[src/rtl/riscv_test_pkg.sv]
// Shared types and constants for the riscv-tests pass/fail/timeout monitor.
// Holds the monitor state enum, detection-mode codes and default addresses.
package riscv_test_pkg;

   typedef enum logic [1:0] {
      MON_RUN,
      MON_PASS,
      MON_FAIL,
      MON_TMO
   } mon_state_t;

   localparam int unsigned MON_MODE_PC     = 0;
   localparam int unsigned MON_MODE_TOHOST = 1;
   localparam int unsigned MON_MODE_BOTH   = 2;

   localparam logic [31:0] MON_PASS_PC     = 32'h0000_0044;
   localparam logic [31:0] MON_TOHOST_ADDR = 32'h0000_1000;

endpackage

[src/rtl/riscv_test_monitor_if.sv]
// Observation bundle between Core and the test monitor.
// master: core side (retire/store streams in, status back); slave: monitor.
interface riscv_test_monitor_if #(
   parameter int XLEN = 32
);
   logic            retire_valid;
   logic [XLEN-1:0] retire_pc;
   logic [XLEN-1:0] gp_value;
   logic            st_valid;
   logic [XLEN-1:0] st_addr;
   logic [XLEN-1:0] st_data;
   logic            done;
   logic            passed;
   logic            failed;
   logic            timed_out;
   logic [XLEN-2:0] fail_num;
   logic [31:0]     cycle_count;
   logic [31:0]     retire_count;

   modport master (
      output retire_valid, retire_pc, gp_value,
      output st_valid, st_addr, st_data,
      input  done, passed, failed, timed_out,
      input  fail_num, cycle_count, retire_count
   );

   modport slave (
      input  retire_valid, retire_pc, gp_value,
      input  st_valid, st_addr, st_data,
      output done, passed, failed, timed_out,
      output fail_num, cycle_count, retire_count
   );
endinterface

[src/rtl/sat_counter.sv]
// Saturating up-counter with synchronous clear and async active-low reset.
// Ports: clk, rst (active-low), en (count), clr (to zero), q (value).
module sat_counter #(
   parameter int WIDTH = 32
) (
   input  logic             clk,
   input  logic             rst,
   input  logic             en,
   input  logic             clr,
   output logic [WIDTH-1:0] q
);
   logic [WIDTH-1:0] cnt_q;
   logic [WIDTH-1:0] cnt_d;

   always_comb begin
      cnt_d = cnt_q;
      if (clr)
         cnt_d = '0;
      else if (en && (cnt_q != '1))
         cnt_d = cnt_q + 1'b1;
   end

   always_ff @(posedge clk or negedge rst) begin
      if (!rst)
         cnt_q <= '0;
      else
         cnt_q <= cnt_d;
   end

   assign q = cnt_q;
endmodule

[src/rtl/riscv_test_monitor.sv]
// Sticky pass/fail/timeout monitor for riscv-tests runs (PC/gp and tohost).
// Ports: clk, rst (async active-low), clear (sync restart), bus (slave view).
module riscv_test_monitor
   import riscv_test_pkg::*;
#(
   parameter int              XLEN        = 32,
   parameter logic [XLEN-1:0] PASS_PC     = XLEN'(MON_PASS_PC),
   parameter logic [XLEN-1:0] TOHOST_ADDR = XLEN'(MON_TOHOST_ADDR),
   parameter int unsigned     TIMEOUT     = 5000,
   parameter int unsigned     MODE        = MON_MODE_BOTH
) (
   input  logic clk,
   input  logic rst,
   input  logic clear,
   riscv_test_monitor_if.slave bus
);
   localparam logic [31:0] WDOG_LAST = 32'(TIMEOUT - 1);

   mon_state_t      state_q;
   mon_state_t      state_d;
   logic [XLEN-2:0] fail_num_q;
   logic [XLEN-2:0] fail_num_d;
   logic [31:0]     cyc_cnt;
   logic [31:0]     ret_cnt;
   logic            run;
   logic            th_hit;
   logic            pc_hit;
   logic            cyc_en;
   logic            ret_en;

   assign run = (state_q == MON_RUN);

   assign th_hit = (MODE != MON_MODE_PC) && bus.st_valid &&
                   (bus.st_addr == TOHOST_ADDR) && (bus.st_data != '0);

   assign pc_hit = (MODE != MON_MODE_TOHOST) && bus.retire_valid &&
                   (bus.retire_pc == PASS_PC);

   // tohost outranks PC, which outranks the watchdog
   always_comb begin
      state_d    = state_q;
      fail_num_d = fail_num_q;
      if (clear) begin
         state_d    = MON_RUN;
         fail_num_d = '0;
      end else if (run) begin
         if (th_hit) begin
            if (bus.st_data == XLEN'(1)) begin
               state_d = MON_PASS;
            end else begin
               state_d    = MON_FAIL;
               fail_num_d = (XLEN-1)'(bus.st_data >> 1);
            end
         end else if (pc_hit) begin
            if (bus.gp_value == XLEN'(1)) begin
               state_d = MON_PASS;
            end else begin
               state_d    = MON_FAIL;
               fail_num_d = (XLEN-1)'(bus.gp_value >> 1);
            end
         end else if (cyc_cnt == WDOG_LAST) begin
            state_d = MON_TMO;
         end
      end
   end

   // cycle count only advances while staying in RUN, so it freezes on the
   // terminating edge (TIMEOUT-1 for a watchdog expiry)
   assign cyc_en = run && !clear && (state_d == MON_RUN);
   assign ret_en = run && !clear && bus.retire_valid;

   always_ff @(posedge clk or negedge rst) begin
      if (!rst) begin
         state_q    <= MON_RUN;
         fail_num_q <= '0;
      end else begin
         state_q    <= state_d;
         fail_num_q <= fail_num_d;
      end
   end

   sat_counter #(.WIDTH(32)) u_cyc_cnt (
      .clk (clk),
      .rst (rst),
      .en  (cyc_en),
      .clr (clear),
      .q   (cyc_cnt)
   );

   sat_counter #(.WIDTH(32)) u_ret_cnt (
      .clk (clk),
      .rst (rst),
      .en  (ret_en),
      .clr (clear),
      .q   (ret_cnt)
   );

   assign bus.done         = !run;
   assign bus.passed       = (state_q == MON_PASS);
   assign bus.failed       = (state_q == MON_FAIL);
   assign bus.timed_out    = (state_q == MON_TMO);
   assign bus.fail_num     = fail_num_q;
   assign bus.cycle_count  = cyc_cnt;
   assign bus.retire_count = ret_cnt;
endmodule

[src/flat_wrapper.sv]
// flat-port wrapper written by rule: the top's interface ports become plain ports
module riscv_test_monitor_flat import riscv_test_pkg::*;
#(
   parameter int              XLEN        = 32,
   parameter logic [XLEN-1:0] PASS_PC     = XLEN'(MON_PASS_PC),
   parameter logic [XLEN-1:0] TOHOST_ADDR = XLEN'(MON_TOHOST_ADDR),
   parameter int unsigned     TIMEOUT     = 5000,
   parameter int unsigned     MODE        = MON_MODE_BOTH
)
  (clk, rst, clear, bus_retire_valid, bus_retire_pc, bus_gp_value, bus_st_valid, bus_st_addr, bus_st_data, bus_done, bus_passed, bus_failed, bus_timed_out, bus_fail_num, bus_cycle_count, bus_retire_count);
  riscv_test_monitor_if #(.XLEN(XLEN)) bus_i ();
  input  logic clk;
  input  logic rst;
  input  logic clear;
  input wire logic [$bits(bus_i.retire_valid)-1:0] bus_retire_valid;
  input wire logic [$bits(bus_i.retire_pc)-1:0] bus_retire_pc;
  input wire logic [$bits(bus_i.gp_value)-1:0] bus_gp_value;
  input wire logic [$bits(bus_i.st_valid)-1:0] bus_st_valid;
  input wire logic [$bits(bus_i.st_addr)-1:0] bus_st_addr;
  input wire logic [$bits(bus_i.st_data)-1:0] bus_st_data;
  output wire logic [$bits(bus_i.done)-1:0] bus_done;
  output wire logic [$bits(bus_i.passed)-1:0] bus_passed;
  output wire logic [$bits(bus_i.failed)-1:0] bus_failed;
  output wire logic [$bits(bus_i.timed_out)-1:0] bus_timed_out;
  output wire logic [$bits(bus_i.fail_num)-1:0] bus_fail_num;
  output wire logic [$bits(bus_i.cycle_count)-1:0] bus_cycle_count;
  output wire logic [$bits(bus_i.retire_count)-1:0] bus_retire_count;
  assign bus_i.retire_valid = bus_retire_valid;
  assign bus_i.retire_pc = bus_retire_pc;
  assign bus_i.gp_value = bus_gp_value;
  assign bus_i.st_valid = bus_st_valid;
  assign bus_i.st_addr = bus_st_addr;
  assign bus_i.st_data = bus_st_data;
  assign bus_done = bus_i.done;
  assign bus_passed = bus_i.passed;
  assign bus_failed = bus_i.failed;
  assign bus_timed_out = bus_i.timed_out;
  assign bus_fail_num = bus_i.fail_num;
  assign bus_cycle_count = bus_i.cycle_count;
  assign bus_retire_count = bus_i.retire_count;
  riscv_test_monitor #(.XLEN(XLEN), .PASS_PC(PASS_PC), .TOHOST_ADDR(TOHOST_ADDR), .TIMEOUT(TIMEOUT), .MODE(MODE)) u_core (.clk(clk), .rst(rst), .clear(clear), .bus(bus_i));
endmodule
[config.mk]
export PLATFORM = sky130hd
export DESIGN_NAME = riscv_test_monitor_flat
export DESIGN_NICKNAME = d
export VERILOG_FILES = /design/src/rtl/riscv_test_pkg.sv /design/src/rtl/riscv_test_monitor_if.sv /design/src/rtl/sat_counter.sv /design/src/rtl/riscv_test_monitor.sv /design/src/flat_wrapper.sv
export SDC_FILE = /design/constraint.sdc
export NUM_CORES = 1
export LEC_CHECK = 0
export ABC_AREA = 0
export BUFFER_PORTS_ARGS = -buffer_cell sky130_fd_sc_hd__buf_2
export CAP_MARGIN = 20
export CORE_ASPECT_RATIO = 0.8
export CORE_MARGIN = 2
export CORE_UTILIZATION = 49
export CTS_CLUSTER_SIZE = 16
export DETAILED_ROUTE_END_ITERATION = 16
export HOLD_SLACK_MARGIN = 0.05
export PLACE_DENSITY_LB_ADDON = 0.3
export SLEW_MARGIN = 20
export SYNTH_ARGS = -nofsm -noshare
export SYNTH_HDL_FRONTEND = slang
export SYNTH_SLANG_ARGS = --single-unit
[constraint.sdc]
create_clock -name clk -period 3.2 [get_ports clk]
set_input_delay 0.16 -clock clk [delete_from_list [all_inputs] [get_ports clk]]
set_output_delay 0.16 -clock clk [all_outputs]
set_load 0.1 [all_outputs]
==> run summary, run 1 <==
The flow ran to the end, and the final reports show no timing, DRC or antenna violations. The portion of the post-synthesis area used by sequential elements came out at 44.30%. The clock slew seen by the registers of the worst setup and hold paths was 0.07 ns.

The y dimension of the die was 98.58 um. Post-synthesis register bit count: 97. In this run the count of I/O pins placed on the die edge is 232. For this configuration, the core starts out at a cell density of 50.31%. The run gives 343.1 MHz as the upper clock frequency limit.

TritonCTS built the clock tree. Critical path class: register to register. For this run, the number of standard cells in the final layout without fillers is 988. The sequential cell area was 2430 um2.

The number of DRC violations after detailed-routing iteration 0 was 565; the via count of the routed design was 5971. Count of different cell masters after synthesis: 48. The proportion of register bits with asynchronous set or reset after synthesis came out at 100.0%. The logs give 0.006787 ns for the worst setup skew after layout and 43.7% for the clock power share.

Averaged over all synthesized cells, the footprint is 8.894 um2. The routed design has 18340 um of wire. The placeable core region is 10890 um2. The via count of the first global-routing pass is 5648, and the sequential share of power is 46.8%.

Max-cap violations in this run came to 0. Entering global routing, the biggest net connects 98 pins. The number of input and output port buffers inserted works out to 231. The internal portion of the total power is 0.002007 W. The number of nets produced by synthesis is 751. The startpoint type of the worst setup path is a register. Subtracting the final worst setup slack from the clock period gives 2.915 ns.

The TritonCTS sink count is 97. Counting tap cells, the placed design contains a total of 970 instances. The H-tree depth was 3. Data on the critical path is required at its endpoint by 3.42 ns.

The tools report the reported leakage power as 3.394 nW. The worst setup path is captured at a register. The run gives 13780 um as the placed wire-length estimate after detailed placement. In this run the critical register-to-register path is launched from u_core.u_cyc_cnt.q[0]$_DFFE_PN0P_.

Setup violations remaining at the end of the flow were counted as 0. The proportion of layout cells with a drive suffix above 1 works out to 32.86%. Summed over all nets, the switching power comes to 0.0006417 W.

The data arrival time of the worst path was 3.13 ns. The tools report the start point of the worst min-delay path as bus_gp_value[3]. Net switching is 24.23% of the power. The final layout contains 973 nets. Row generation in the floorplan step produced 34 rows. The slowest cell on the critical path was sky130_fd_sc_hd__a211oi_1. In the global route stage, overall resource usage came out at 30.65%. By instance count, the cell type seen most on the critical path is sky130_fd_sc_hd__nor4_1.

After layout, the worst path uses 91.08% of the clock period. The first detailed-routing pass ran for 5 iterations. The total negative slack for setup checks is 0 ns. The maximum number of buffers from clock root to sink is 2. Via density per instance: 6.044. The relative area change from synthesis to final layout came out at 29.82%.

Setup repair after global routing left no endpoint under its margin. The delay of the slowest cell on the worst path works out to 0.57 ns. Traced cell by cell, the critical path runs through ha_1 > nand4_1 > or4_1 > nor4_1 > a211oi_1 > nand2_2 > nor4_1 > mux2_2.

The maximum vdd drop came out at 0.0003767 V. In this run the worst setup path begins at u_core.u_cyc_cnt.q[0]$_DFFE_PN0P_. The hold violation total from the final report is 0, and the highest net fanout along the worst path is 18. For the first-pass GRT wire length, the log shows 29190 um. The footprint of the multi-input gates came out at 2773 um2.

The tools report the final weighted congestion in routability-driven placement as 0.9258. The tools report the initial antenna violation count as 1. The clock reaches the later pin of the worst-skew pair after 0.34 ns. The Yosys step of the flow raised 0 warnings. The transition time at the pin with the least slew margin is 1.074 ns, and the power density over the cells is 372.4 nW/um2. The average wire per standard cell was 18.56 um; the number of instances resized during post-cts repair was 0. After global routing the overflow that remains totals 0. In the routed design, unresolved DRC markers number 0.

The count of filler cells inserted in the layout was 983; the post-CTS setup buffer count was 0. In the layout the commonest cells are sky130_fd_sc_hd__buf_2 (230), sky130_fd_sc_hd__dfrtp_1 (95), sky130_fd_sc_hd__nor2_1 (57). In this run the remaining antenna-violating nets after routing total 0.

The commonest non-fill, non-tap cell in the layout is sky130_fd_sc_hd__buf_2. Final hold analysis gives a worst-case slack of 0.1634 ns. Headroom to the max-slew limit came out at 28.40%.

The run gives 0.29 ns as the minimum setup slack among reg-to-reg paths. The number of cells produced by synthesis was 616; the number of buffers added by the clock tree synthesis step was 9. The total power was 0.002649 W. Of the total power, combinational logic draws 9.5%. For the max-slew violation count, the log shows 0. For this run, the leading register cell type out of synthesis is sky130_fd_sc_hd__dfrtp_1. The buffer cell driving the clock tree root is sky130_fd_sc_hd__clkbuf_16. The area of the mapped netlist is 5479 um2. The floorplan step defined a die boundary enclosing 12050 um2. In this run the horizontal extent of the chip is 122.2 um. The class of the tightest hold or removal check is input pin to register.

The number of synthesized flops with an enable pin works out to 0.
## worst max-delay path: cells and delay by family, from the launching register on
kind	cells	cell delay, ns
adders and majority gates	1	0.26
and+or+nand+nor	5	1.12
muxes	1	0.39
DFF	1	0.44
AOI/OAI and AO/OA	1	0.57
## registers in the layout (all words and copies together), names as in the netlist
| name | flops |
|---|---|
| u_core.u_ret_cnt.q | 32 |
| u_core.state_q | 2 |
| u_core.bus.fail_num | 31 |
| u_core.u_cyc_cnt.q | 32 |
## power by group through the flow
stage	Clock, W	Sequential, W	Combinational, W
after CTS	0.00118	0.00124	0.000250
after floorplan	0	0.00131	0.0000607
after global placement	0	0.00126	0.000246
final	0.00116	0.00124	0.000250
after detailed placement	0	0.00126	0.000248
after global routing	0.00122	0.00124	0.000271
## per-stage QoR
step	setup slack [ns]	util [%]	instance area [um2]
after global routing	0.06010	65.31	7113
after floorplan	0.04787	-	5482
after CTS	0.3265	65.25	7106
final	0.2854	65.31	7113
after detailed placement	0.1311	62.22	6777
after global placement	0.2085	62.22	6777
## synthesized netlist by cell type, drive strengths merged (9+ instances only)
cell     n  area share, %
inv     40            2.7
clkbuf  27            1.8
nor2    57            3.9
a21oi   50            4.6
or3     11            1.3
and3    12            1.4
a221oi  31            5.0
nand3   28            2.6
nor4    34            4.0
dfrtp   97             44
xor2    24            3.8
xnor2    9            1.4
or4      9            1.2
o21ai   46            4.2
nand4   26            3.1
nand2   30            2.1
## cells by family (layout without fill, tap and decap cells)
| kind of cell | Yosys count | count (layout) | synth area share, % |
|---|---|---|---|
| muxes | 9 | 9 | 1.827 |
| xor gates and xnor gates | 33 | 33 | 5.275 |
| buffers and inverters | 73 | 300 | 5.184 |
| adders and majority gates | 2 | 2 | 0.4567 |
| and+or+nand+nor | 254 | 254 | 25.94 |
| other | 0 | 1 | 0 |
| AOI/OAI and AO/OA | 148 | 148 | 17.01 |
| DFF | 97 | 97 | 44.30 |
## repair_timing
| item | 4_1_cts | 5_1_grt |
|---|---|---|
| hold buffers | 1 | 0 |
| endpoints found under the hold margin | 72 | 0 |
| setup endpoints to repair | 0 | 0 |
## per-layer routing
metal / track usage, % / up-vias / part of all wire (%)
met5: 0 / - / 0
met3: 6.366 / 37 / 8.7
met2: 49.66 / 319 / 49
met1: 41.27 / 2870 / 40
met4: 9.903 / 0 / 2.4
li1: - / 2745 / -
## path summary, 6_finish.rpt
path,cells after the start,endpoint
worst max-delay path,8,u_core.u_cyc_cnt.q[26]$_DFFE_PN0P_
worst min-delay path,3,u_core.bus.fail_num[2]$_DFFE_PN0P_
worst max register to register,8,u_core.u_cyc_cnt.q[26]$_DFFE_PN0P_
worst min register to register,2,u_core.bus.fail_num[26]$_DFFE_PN0P_
max in group asynchronous,3,u_core.bus.fail_num[21]$_DFFE_PN0P_
min in group asynchronous,2,u_core.bus.fail_num[19]$_DFFE_PN0P_
## layout make-up
class | count | share of cell area, %
clock inverters | 6 | 1.266
multi-input cells | 446 | 38.98
inverters | 40 | 2.111
repair buffers | 244 | 17.70
clock buffers | 10 | 3.219
flip-flops and latches | 97 | 34.16
well taps | 144 | 2.533
diodes | 1 | 0.03518
Note: power is estimated with default switching activity, not from simulation.
==> inputs of run 2 (changes only) <==
Settings changed: PLACE_DENSITY set to 0.91, PLACE_DENSITY_LB_ADDON 0.3 to not set.
==> run 2 against run 1 <==
  * Sequential cell count unchanged
  * Via count rose by 1.7%
  * Largest cell class unchanged
  * Critical path depth unchanged
  * Critical endpoint is now u_core.u_cyc_cnt.q[28]$_DFFE_PN0P_
  * Clock power shrank 14%
  * Worst hold slack better by 0.0061 ns
  * Sequential power barely moved
  * Critical path type unchanged
  * Routed wire length is 1.1% lower
==> run summary, run 2 (synthesis gave the netlist of run 1 again) <==
The worst setup skew after layout was 0.008776 ns (was 0.006787 ns); the number of cell rows was 34 (unchanged). The cell class contributing the biggest share of worst-path delay was simple AND/OR/NAND/NOR gates (unchanged). CP Cell Sequence: ha_1 > nand4_1 > or4_1 > nor4_1 > a211oi_1 > and2_1 > and3_1 > mux2_4 (was ha_1 > nand4_1 > or4_1 > nor4_1 > a211oi_1 > nand2_2 > nor4_1 > mux2_2).

The power density over the cells came out at 352.6 nW/um2 (was 372.4 nW/um2). The logs give 3 (unchanged) for the H-tree depth and 0 (unchanged) for the max-slew violation count. The total negative slack for setup checks is 0 ns (unchanged). The pin count of the biggest net entering global routing came out at 98 (unchanged).

First-pass iteration count of the detailed router: 5 (unchanged). For the final setup violation count, the log shows 0 (unchanged). TritonCTS built the clock tree. The number of instances resized during post-cts repair is 0 (unchanged). Delay of the slowest cell on the worst path: 0.56 ns (was 0.57 ns).

The time the final worst path needs with I/O delays and setup is 2.936 ns (was 2.915 ns). The average wire per standard cell was 18.37 um (was 18.56 um). Element type at the critical path end: a register (unchanged). The run gives 0.26 ns (was 0.29 ns) as the minimum setup slack among reg-to-reg paths. The run gives 3.369 nW (was 3.394 nW) as the reported leakage power.

X dimension of the die: 122.2 um (unchanged). For the initial antenna violation count, the log shows 1 (unchanged). Number of buffer and inverter stages on the critical path: 0 (unchanged). The proportion of layout cells with a drive suffix above 1 is 32.54% (was 32.86%).

The startpoint type of the worst setup path was a register (unchanged). The part of the cycle the worst path needs is 91.76% (was 91.08%). Highest net fanout along the worst path: 5 (was 18). The number of top-level design ports came out at 232 (unchanged). The transition time at the pin with the least slew margin works out to 1.082 ns (was 1.074 ns). The worst hold path cell count came out at 3 (unchanged).

The maximum vdd drop was 0.0002311 V (was 0.0003767 V); the required time of the critical path was 3.43 ns (was 3.42 ns). The via density per instance works out to 6.151 (was 6.044). The DRC violation count after routing is 0 (unchanged).

Routed wire length: 18130 um (was 18340 um). The buffer cell driving the clock tree root was sky130_fd_sc_hd__clkbuf_16 (unchanged). The clock slew seen by the registers of the worst setup and hold paths was 0.07 ns (about the same); the data arrival time of the worst path was 3.16 ns (was 3.13 ns). Endpoint of the worst-slack reg-to-reg timing path: u_core.u_cyc_cnt.q[28]$_DFFE_PN0P_ (was u_core.u_cyc_cnt.q[26]$_DFFE_PN0P_). The run gives 959 (was 983) as the count of filler cells inserted in the layout. The run gives 5607 (was 5648) as the via count of the first global-routing pass.

The tools report the startpoint of the worst register-to-register path as u_core.u_cyc_cnt.q[0]$_DFFE_PN0P_ (unchanged). The tools report the number of buffers added by the clock tree synthesis step as 9 (unchanged). For the placed wire-length estimate after detailed placement, the log shows 13440 um (was 13780 um).

The tools report the TritonCTS sink count as 97 (unchanged). The run gives 0 (unchanged) as the hold violation total from the final report. The overall routing resource usage is 30.51% (was 30.65%), and the clock latency on the worst-skew pair is 0.34 ns (about the same). The total power was 0.002489 W (was 0.002649 W).

The logs give 12050 um2 (unchanged) for the area of the die and 0 (unchanged) for the overall overflow remaining after global route. The first-pass GRT wire length was 28920 um (was 29190 um). The y dimension of the die is 98.58 um (unchanged).

The number of cell instances on the worst register-to-register path was 8 (unchanged); the via count of the routed design was 6071 (was 5971). The number of maximum-capacitance violations is 0 (unchanged), and the effective utilization at floorplan is 50.31% (unchanged). For the number of DRC violations after detailed-routing iteration 0, the log shows 648 (was 565). Critical path class: register to register (unchanged). Class of the tightest hold or removal check: input pin to register (unchanged). The maximum number of buffers from clock root to sink is 2 (unchanged). The logs give 972 (was 973) for the total number of nets in the final design and 0 (unchanged) for the post-CTS setup buffer count.

Worst-case setup slack after placement: 0.3188 ns (was 0.1311 ns). Setup repair after global routing left no endpoint under its margin. Hold-critical path endpoint: u_core.bus.fail_num[26]$_DFFE_PN0P_ (was u_core.bus.fail_num[2]$_DFFE_PN0P_). For the placeable core region, the log shows 10890 um2 (unchanged). The commonest non-fill, non-tap cell in the layout was sky130_fd_sc_hd__buf_2 (unchanged). The count of antenna-violating nets left after detailed routing was 0 (unchanged); the final weighted congestion in routability-driven placement was 0.9825 (was 0.9258). The number of placed instances with taps included is 969 (was 970).

The flow ran to the end, and the final reports show no timing, DRC or antenna violations. The hold-fix buffer count after cts was 1 (unchanged); the tightest slew margin relative to the limit was 27.34% (was 28.40%). The number of non-filler instances in the completed layout came out at 987 (was 988). The tools report the start point of the worst min-delay path as bus_gp_value[27] (was bus_gp_value[3]). Commonest cells after routing, fill and taps aside: sky130_fd_sc_hd__buf_2 (230), sky130_fd_sc_hd__dfrtp_1 (95), sky130_fd_sc_hd__nor2_1 (57) (unchanged).

The tools report the final critical-path setup slack as 0.2638 ns (was 0.2854 ns). The slowest cell on the critical path is sky130_fd_sc_hd__or4_1 (was sky130_fd_sc_hd__a211oi_1). The upper clock frequency limit was 340.6 MHz (was 343.1 MHz). The number of input and output port buffers inserted is 231 (unchanged). The relative area change from synthesis to final layout is 28.82% (was 29.82%).
## run 2: tightest hold or removal path, stage by stage
cell and delay (ns):
sky130_fd_sc_hd__buf_2 0.11, sky130_fd_sc_hd__a21oi_1 0.12, sky130_fd_sc_hd__a221oi_1 0.08
## run 2: worst max path at each step
stage / cells after the start / endpoint / slack (ns) / from
floorplan: 8 / u_core.u_cyc_cnt.q[28]$_DFFE_PN0P_ / 0.05 / u_core.u_cyc_cnt.q[6]$_DFFE_PN0P_
global placement: 8 / u_core.u_cyc_cnt.q[28]$_DFFE_PN0P_ / 0.27 / u_core.u_cyc_cnt.q[0]$_DFFE_PN0P_
detailed placement: 7 / u_core.bus.fail_num[23]$_DFFE_PN0P_ / 0.32 / bus_retire_pc[29]
CTS: 8 / u_core.u_cyc_cnt.q[28]$_DFFE_PN0P_ / 0.32 / u_core.u_cyc_cnt.q[0]$_DFFE_PN0P_
global route: 8 / u_core.u_cyc_cnt.q[26]$_DFFE_PN0P_ / 0.06 / u_core.u_cyc_cnt.q[0]$_DFFE_PN0P_
finish: 8 / u_core.u_cyc_cnt.q[28]$_DFFE_PN0P_ / 0.26 / u_core.u_cyc_cnt.q[0]$_DFFE_PN0P_
## run 2: area by class of cell
class | instances | area [um2] | area share [%]
antenna | 1 | 2.502 | 0.03545
tap | 144 | 180.2 | 2.553
multi-input combinational | 446 | 2768 | 39.21
clock buffer | 11 | 232.7 | 3.297
timing repair buffer | 243 | 1264 | 17.90
inverter | 40 | 150.1 | 2.127
sequential | 97 | 2430 | 34.43
clock inverter | 5 | 31.28 | 0.4432
## run 2: stage by stage
step / utilization [%] / hold slack, ns / instance area, um2
5_1_grt: 64.79 / 0.1693 / 7056
3_3_place_gp: 62.27 / 0.2257 / 6782
3_5_place_dp: 62.27 / 0.2355 / 6782
4_1_cts: 64.79 / 0.1557 / 7056
2_1_floorplan: - / -0.1356 / 5482
6_report: 64.81 / 0.1694 / 7058
## run 2: report_power, final
group | internal, W | switching [W]
Combinational | 0.0000895 | 0.000164
Sequential | 0.00123 | 0.00000864
Clock | 0.000527 | 0.000468
## run 2: metal layers
layer	track usage, %	vias up	wire length [um]
met3	7.755	58	1875
li1	-	2737	-
met4	10.34	0	509
met1	43.55	2878	7575
met2	45.34	398	8171
met5	0	-	0
==> inputs of run 3 (changes only) <==
Settings changed: CAP_MARGIN 20 to 5, CTS_BUF_LIST set to sky130_fd_sc_hd__clkbuf_16.
==> run 3 against run 2 <==
  * Routed wire length decreased by 0.12%
  * First-iteration DRC count grew 0.31%
  * Power down 0.32%
  * Clock power down 0.8%
  * Critical path depth is the same
  * Highest routed layer unchanged
==> run summary, run 3 (synthesis gave the netlist of run 1 again) <==
Count of antenna-violating nets left after detailed routing: 0 (unchanged). Element type at the critical path end: a register (unchanged). Commonest cells after routing, fill and taps aside: sky130_fd_sc_hd__buf_2 (230), sky130_fd_sc_hd__dfrtp_1 (95), sky130_fd_sc_hd__nor2_1 (57) (unchanged). The hold violation total from the final report was 0 (unchanged). The tools report the endpoint of the worst-slack reg-to-reg timing path as u_core.u_cyc_cnt.q[28]$_DFFE_PN0P_ (unchanged).

The logs give 0.26 ns (about the same) for the minimum setup slack among reg-to-reg paths and 10.2% (about the same) for the combinational group share of total power. The tools report the first-pass iteration count of the detailed router as 5 (unchanged). The reported leakage power is 3.377 nW (was 3.369 nW), and the number of cell instances on the worst register-to-register path is 8 (unchanged). The area of the die was 12050 um2 (unchanged). The sequential cell area is 2430 um2 (unchanged), and the relative area change from synthesis to final layout is 28.82% (unchanged).

The flow ran to the end, and the final reports show no timing, DRC or antenna violations. The run gives 39.8% (was 40.0%) as the clock power share. For the number of cell rows, the log shows 34 (unchanged). The maximum number of buffers from clock root to sink was 2 (unchanged); the highest net fanout along the worst path was 5 (unchanged). The run gives 0 (unchanged) as the DRC violation count after routing.

For the first-pass GRT wire length, the log shows 28920 um (unchanged). The logs give 5607 (unchanged) for the via count of the first global-routing pass and 1 (unchanged) for the initial antenna violation count. The part of the cycle the worst path needs is 91.73% (was 91.76%). The logs give 0.008600 ns (was 0.008776 ns) for the worst setup skew after layout and 0.1615 ns (was 0.1694 ns) for the final hold slack.

The average wire per standard cell was 18.35 um (was 18.37 um); the pin count of the biggest net entering global routing was 98 (unchanged). The final setup violation count came out at 0 (unchanged). The switching share of total power is 25.75% (was 25.73%).

The data arrival time of the worst path was 3.16 ns (about the same). The commonest non-fill, non-tap cell in the layout is sky130_fd_sc_hd__buf_2 (unchanged). The via count of the routed design was 6065 (was 6071).

Critical path class: register to register (unchanged). The total negative slack for setup checks came out at 0 ns (unchanged). Number of DRC violations after detailed-routing iteration 0: 650 (was 648). The clock slew seen by the registers of the worst setup and hold paths works out to 0.07 ns (about the same). The number of maximum-capacitance violations is 0 (unchanged), and the utilization after layout is 64.81% (unchanged).

The power density over the cells is 351.5 nW/um2 (was 352.6 nW/um2), and the via density per instance is 6.145 (was 6.151). The H-tree depth is 3 (unchanged). The startpoint type of the worst setup path was a register (unchanged). The count of filler cells inserted in the layout is 959 (unchanged). First element of the critical path: u_core.u_cyc_cnt.q[0]$_DFFE_PN0P_ (unchanged). Setup repair after global routing left no endpoint under its margin. The time the final worst path needs with I/O delays and setup works out to 2.935 ns (was 2.936 ns).

For the overall overflow remaining after global route, the log shows 0 (unchanged). The start point of the worst min-delay path was bus_gp_value[2] (was bus_gp_value[27]). The footprint of the multi-input gates is 2768 um2 (unchanged). The tools report the number of top-level design ports as 232 (unchanged). Sequential share of power: 50.0% (was 49.9%). The tightest slew margin relative to the limit is 27.68% (was 27.34%).

The class of the tightest hold or removal check is input pin to register (unchanged). TritonCTS built the clock tree. The x dimension of the die came out at 122.2 um (unchanged). The transition time at the pin with the least slew margin is 1.077 ns (was 1.082 ns). The tools report the hold-critical path endpoint as u_core.bus.fail_num[1]$_DFFE_PN0P_ (was u_core.bus.fail_num[26]$_DFFE_PN0P_).

The proportion of layout cells with a drive suffix above 1 came out at 32.54% (unchanged). The placed instance area came out at 6782 um2 (unchanged). The tools report the internal power of the cells as 0.001842 W (was 0.001848 W). The logs give 0.0002310 V (was 0.0002311 V) for the maximum vdd drop and 18110 um (was 18130 um) for the routed wire length. The number of input and output port buffers inserted is 231 (unchanged). The startpoint of the worst register-to-register path was u_core.u_cyc_cnt.q[0]$_DFFE_PN0P_ (unchanged). The switching power was 0.0006388 W (was 0.0006402 W). The run gives 9 (unchanged) as the number of buffers added by the clock tree synthesis step. The clock latency on the worst-skew pair was 0.34 ns (about the same).

The effective utilization at floorplan came out at 50.31% (unchanged). The upper clock frequency limit is 340.7 MHz (was 340.6 MHz), and the overall routing resource usage is 30.51% (unchanged). Buffer cell driving the clock tree root: sky130_fd_sc_hd__clkbuf_16 (unchanged). The logs give 13440 um (unchanged) for the placed wire-length estimate after detailed placement and 7058 um2 (unchanged) for the cell area after layout. The TritonCTS sink count is 97 (unchanged), and the max-slew violation count is 0 (unchanged). The worst hold path cell count was 3 (unchanged). The y dimension of the die was 98.58 um (unchanged). The final weighted congestion in routability-driven placement came out at 0.9825 (unchanged).

For the placeable core region, the log shows 10890 um2 (unchanged). For the required time of the critical path, the log shows 3.43 ns (about the same). The tools report the total number of nets in the final design as 972 (unchanged).
[run 3: changes by cell type in the layout (fill, tap and decap cells not counted)]
cell                       before  now
sky130_fd_sc_hd__clkbuf_1       2    0
sky130_fd_sc_hd__inv_1         40   42
[run 3: cell type report]
cell class                 instances  area share (%)
multi-input combinational        446           39.21
sequential                        97           34.43
timing repair buffer             243           17.90
clock buffer                       9           3.191
tap                              144           2.553
inverter                          40           2.127
clock inverter                     7          0.5495
antenna                            1         0.03545
[run 3: metal layers]
metal	wire, um	GRT usage (%)	vias to the layer above
met4	497	10.34	0
li1	-	-	2740
met3	1904	7.755	54
met5	0	0	-
met1	7507	43.55	2863
met2	8200	45.34	408
[run 3: metrics by stage]
stage | cells | total power, W | worst slack, ns
after floorplan | 616 | 0.001367 | 0.04787
after global placement | 969 | 0.001511 | 0.2673
after CTS | 986 | 0.002495 | 0.3165
after global routing | 986 | 0.002588 | 0.06046
after detailed placement | 969 | 0.001514 | 0.3188
final | 987 | 0.002481 | 0.2645
[run 3: power by group through the flow]
stage	sequential (W)	combinational [W]	clock, W
after floorplan	0.00131	0.0000607	0
after global placement	0.00126	0.000247	0
after detailed placement	0.00126	0.000250	0
after CTS	0.00124	0.000252	0.00100
after global routing	0.00124	0.000274	0.00107
final	0.00124	0.000253	0.000987
[run 3: how the worst max path moves through the flow]
| stage | cells after the start | end | slack, ns |
|---|---|---|---|
| after detailed placement | 7 | u_core.bus.fail_num[23]$_DFFE_PN0P_ | 0.32 |
| after CTS | 8 | u_core.u_cyc_cnt.q[28]$_DFFE_PN0P_ | 0.32 |
| after global routing | 8 | u_core.u_cyc_cnt.q[26]$_DFFE_PN0P_ | 0.06 |
| after global placement | 8 | u_core.u_cyc_cnt.q[28]$_DFFE_PN0P_ | 0.27 |
| final | 8 | u_core.u_cyc_cnt.q[28]$_DFFE_PN0P_ | 0.26 |
| after floorplan | 8 | u_core.u_cyc_cnt.q[28]$_DFFE_PN0P_ | 0.05 |
[run 3: critical path: stages (launching register included)]
cell and delay (ns):
sky130_fd_sc_hd__dfrtp_2 0.42, sky130_fd_sc_hd__ha_1 0.24, sky130_fd_sc_hd__nand4_1 0.13, sky130_fd_sc_hd__or4_1 0.56, sky130_fd_sc_hd__nor4_1 0.45, sky130_fd_sc_hd__a211oi_1 0.21, sky130_fd_sc_hd__and2_1 0.30, sky130_fd_sc_hd__and3_1 0.22
sky130_fd_sc_hd__mux2_4 0.30
[run 3: repair_timing]
item	4_1_cts	5_1_grt
setup buffers	0	0
endpoints found under the hold margin	49	0
resized for setup	0	0
hold buffers	1	0
